`src/rtl/shift_add_mult_pkg.sv`:
```
// Shared definitions for the shift-and-add multiplier.
//   state_t : FSM state encoding (IDLE, CALC, DONE), 2 bits
//   OPW     : operand width
//   PW      : product width
//   NSTEP   : number of CALC cycles per multiply
package shift_add_mult_pkg;

    localparam int unsigned OPW   = 4;
    localparam int unsigned PW    = 8;
    localparam int unsigned NSTEP = 4;

    typedef enum logic [1:0] {
        IDLE = 2'd0,
        CALC = 2'd1,
        DONE = 2'd2
    } state_t;

endpackage

```
`src/rtl/shift_add_mult_ripple.sv`:
```
// 4-bit ripple-carry add/subtract stage.
//   m    : mode, 0 = add (a + b), 1 = subtract (a - b, two's complement)
//   a, b : operands
//   s    : sum / difference
//   cout : carry-out of the top bit
module ripple
    import shift_add_mult_pkg::*;
(
    input  logic           m,
    input  logic [OPW-1:0] a,
    input  logic [OPW-1:0] b,
    output logic [OPW-1:0] s,
    output logic           cout
);

    always_comb begin
        logic [OPW:0]   c;
        logic [OPW-1:0] bx;
        // Subtract is a + ~b + 1: invert b and feed the mode in as carry-in.
        bx   = b ^ {OPW{m}};
        c    = '0;
        c[0] = m;
        s    = '0;
        for (int unsigned i = 0; i < OPW; i++) begin
            s[i]   = a[i] ^ bx[i] ^ c[i];
            c[i+1] = (a[i] & bx[i]) | (c[i] & (a[i] ^ bx[i]));
        end
        cout = c[OPW];
    end

endmodule

```
`src/rtl/shift_add_mult.sv`:
```
// Sequential 4x4 unsigned shift-and-add multiplier.
//   clk   : clock, rising edge
//   rst_n : asynchronous active-low reset
//   start : request, sampled only in IDLE
//   a, b  : multiplicand / multiplier, captured when start is accepted
//   busy  : high while the four CALC cycles run
//   done  : one-cycle pulse when p is updated
//   p     : registered product, held until the next completion
module shift_add_mult
    import shift_add_mult_pkg::*;
(
    input  logic           clk,
    input  logic           rst_n,
    input  logic           start,
    input  logic [OPW-1:0] a,
    input  logic [OPW-1:0] b,
    output logic           busy,
    output logic           done,
    output logic [PW-1:0]  p
);

    localparam logic [1:0] LAST_STEP = 2'(NSTEP - 1);

    state_t         state;
    logic [OPW-1:0] mcand;
    logic [OPW-1:0] acc;
    logic [OPW-1:0] q;
    logic [1:0]     cnt;

    logic [OPW-1:0] addend;
    logic [OPW-1:0] sum;
    logic           carry;

    assign addend = q[0] ? mcand : '0;

    ripple u_adder (
        .m    (1'b0),
        .a    (acc),
        .b    (addend),
        .s    (sum),
        .cout (carry)
    );

    // busy/done are registered alongside state so they always equal
    // (state == CALC) and (state == DONE) without a combinational decode.
    always_ff @(posedge clk or negedge rst_n) begin
        if (!rst_n) begin
            state <= IDLE;
            mcand <= '0;
            acc   <= '0;
            q     <= '0;
            cnt   <= '0;
            p     <= '0;
            busy  <= 1'b0;
            done  <= 1'b0;
        end else begin
            case (state)
                IDLE: begin
                    if (start) begin
                        mcand <= a;
                        q     <= b;
                        acc   <= '0;
                        cnt   <= '0;
                        state <= CALC;
                        busy  <= 1'b1;
                    end
                end
                CALC: begin
                    // {acc,q} shifts right one place with the adder carry on top.
                    acc <= {carry, sum[OPW-1:1]};
                    q   <= {sum[0], q[OPW-1:1]};
                    cnt <= cnt + 2'd1;
                    if (cnt == LAST_STEP) begin
                        // Final {acc,q} after this shift, taken straight from the adder.
                        p     <= {carry, sum, q[OPW-1:1]};
                        state <= DONE;
                        busy  <= 1'b0;
                        done  <= 1'b1;
                    end
                end
                DONE: begin
                    state <= IDLE;
                    done  <= 1'b0;
                end
                default: begin
                    state <= IDLE;
                    busy  <= 1'b0;
                    done  <= 1'b0;
                end
            endcase
        end
    end

endmodule

```
`config.mk`:
```
export PLATFORM = sky130hd
export DESIGN_NAME = shift_add_mult
export DESIGN_NICKNAME = d
export VERILOG_FILES = /design/src/rtl/shift_add_mult_pkg.sv /design/src/rtl/shift_add_mult_ripple.sv /design/src/rtl/shift_add_mult.sv
export SDC_FILE = /design/constraint.sdc
export NUM_CORES = 1
export LEC_CHECK = 0
export ABC_CLOCK_PERIOD_IN_PS = 2000
export CORE_UTILIZATION = 34
export DETAILED_ROUTE_END_ITERATION = 8
export GPL_ROUTABILITY_DRIVEN = 1
export SLEW_MARGIN = 40
export SYNTH_ARGS = -nofsm -noshare
export SYNTH_HDL_FRONTEND = slang
export SYNTH_SLANG_ARGS = --single-unit
```
`constraint.sdc`:
```
create_clock -name clk -period 2 [get_ports clk]
set_input_delay 0.4 -clock clk [delete_from_list [all_inputs] [get_ports clk]]
set_output_delay 0.4 -clock clk [all_outputs]
set_load 0.05 [all_outputs]
```
==> out/metrics.yaml <==
worst_setup_path:
  path_class: "reg -> reg"
  worst_setup_path_end_kind: "flop"
  arrival_ns: 2.33
  cp.required_ns: 2.26
  start_kind: "flop"
  r2r_slack_ns: -0.08
  cp_max_fo: 2
outcome:
  violations: "negative setup slack"
  status: "finished with violations"
route:
  drt.antenna.violating_nets: 0
  route.met2.wl_microns: 1000
  wl_met3_microns: 66
  wl_per_cell_microns: 13.3
  drt_pass1_iterations: 2
  via_count: 766
  routed_wl_microns: 2170
  drc: 0
  vias_per_cell: 4.70
  dr.max_layer_used: "met4"
  drt_iter0_drc: 9
  wl_met1_microns: 1060
sta:
  tightest_slew_ns: 0.502
  period_needed_ns: 2.08
  fmax_mhz: 481
  final-max-slew-violation-count: 0
  slew_headroom_pct: 66.5
  finalHoldViolations: 0
  fin_crit_sh_pct: 104
  setup_violations: 2
  rsz0062_at_grt: "yes"
  fin_skew_ns: 0.00983
  setup_ws_ns: -0.0771
power:
  power.density_nw_per_um2: 1760
  swShare_pct: 41.1
  p_switching_mw: 1.08
  comb_power_share_pct: 53.6
  p_clk_share_pct: 10.1
  p_int_mw: 1.54
  seq_power_share_pct: 36.3
  irDropWorstVdd_v: 0.000689
  p_leak_nw: 0.674
  design_power_total_mw: 2.62
global_routing:
  grt_pass1_wl_microns: 3390
  grt_pass1_vias: 762
  grt_max_degree: 27
  grt_usage_pct: 12.9
  grt.overflow.total: 0
  antenna_found_initial: 0
cts:
  ctsLongestPathBuffers: 2
  cts_tree: "done"
  clk_latency_ns: 0.32
  ctsRootBufferMaster: "clkbuf_4"
  h-tree-depth: 1
  clk_pin_slew_ns: 0.14
  cts_hold_buf: 0
  numClockSinks: 26
  numCtsBuffers: 3
logic_synthesis:
  ys_ff_latch: 26
  syn_area_sq_um: 1200
  synthDistinctLibCells: 24
  synth_seq_area_share_pct: 54.3
  yosys_warnings: 0
  syn_avg_cell_area_sq_um: 13.0
  synth_cells: 92
  synth_fp_nets: 108
placed_design:
  port-buffer-count: 20
  hpwl_microns: 1610
  gp_congestion: 0.819
  pre_cts_ws_ns: -0.0719
cells_and_area:
  antenna_cells: 0
  drive_above_1_share_pct: 22.2
  syn_to_final_growth_pct: 24.5
  post-route-util_pct: 44.4
  nets: 134
  layout_commonest_cell: "dfrtp_1"
  layout_common_cells: "dfrtp_1 (26), clkdlybuf4s50_1 (20), nand2_1 (8)"
die:
  num_io_pins: 21
  rows: 21
  core_area_sq_um: 3360
  start_util_pct: 35.6
  chipWidth_microns: 61.4
  die-area_sq_um: 3770
  die_h_microns: 61.4
worst_hold_path:
  hp-class: "in -> async"
flow_run:
  cap_violations: 0
[critical path: stages, from the launching register on]
cell,delay (ns)
dfrtp_1,0.40
and2_1,0.16
ha_2,0.17
fa_2,0.34
fa_2,0.34
inv_2,0.06
fa_1,0.42
o21ai_1,0.13
[layout make-up]
cell class | instances | area, sq um
tap | 46 | 57.6
timing repair buffer | 25 | 238
sequential | 26 | 651
inverter | 5 | 18.8
fill | 342 | 1870
clock buffer | 4 | 36.3
multi-input combinational | 57 | 492
[routing by layer]
layer	vias to the layer above	GRT usage (%)
met5	-	0
met4	0	4.44
met3	6	3.99
met2	17	19.9
met1	377	17.3
li1	366	-
[kinds of logic (layout without fill, tap and decap cells)]
family / after synthesis / in the layout / share of synthesized area (%)
compound gates: 20 / 20 / 11.4
fa+ha+maj: 5 / 5 / 7.10
buf+inv: 9 / 34 / 5.32
flops: 26 / 26 / 54.3
mux: 10 / 10 / 11.6
simple gates: 22 / 22 / 10.3
[power by group through the flow]
stage,Combinational (mW),Sequential (mW),Clock (mW)
floorplan,0.764,1.22,0
global placement,1.36,0.956,0
detailed placement,1.39,0.964,0
CTS,1.40,0.952,0.278
global route,1.53,0.985,0.292
finish,1.40,0.951,0.264
[Yosys cell counts (all sizes together)]
cell type | number | area (sq um)
buf | 4 | 45.0
nand2b | 2 | 12.5
dfrtp | 26 | 651
a22o | 3 | 26.3
or4b | 1 | 10.0
o22ai | 3 | 18.8
or2b | 1 | 7.51
nand2 | 8 | 30.0
mux2 | 10 | 139
a221o | 1 | 10.0
ha | 2 | 25.0
a2bb2oi | 2 | 17.5
fa | 3 | 60.1
a21oi | 3 | 15.0
nand3b | 1 | 20.0
and2 | 3 | 18.8
and3 | 1 | 6.26
o221a | 1 | 11.3
o21ai | 6 | 30.0
inv | 5 | 18.8
o21bai | 1 | 7.51
nor2 | 5 | 18.8
[final timing paths]
path	end	startpoint	cells after the start
setup / recovery	acc[2]	mcand[0]	7
hold / removal	mcand[2]	rst_n	2
setup reg to reg	acc[2]	mcand[0]	7
hold reg to reg	p[7]	p[7]	2
max in group asynchronous	acc[2]	rst_n	2
min in group clk	p[7]	p[7]	2
[stage by stage]
stage	std cells	hold slack, ns	TNS (ns)	area (sq um)
4_1_cts	162	0.417	-0.186	1490
3_3_place_gp	157	0.461	-0.00667	1440
6_report	163	0.421	-0.149	1490
5_1_grt	163	0.455	-0.355	1490
3_5_place_dp	157	0.474	-0.117	1440
2_1_floorplan	92	0.104	-0.000960	1210
[sequential cells by signal (all words and copies together) (netlist names)]
| register | count |
|---|---|
| state | 2 |
| cnt | 2 |
| p | 8 |
| acc | 4 |
| busy | 1 |
| done | 1 |
| mcand | 4 |
| q | 4 |
[timing repair]
item                                    4_1_cts  5_1_grt
endpoints found under the setup margin        2        2
resized for setup                             0        0
buffers inserted                              1        1
Note: power is estimated with default switching activity, not from simulation.
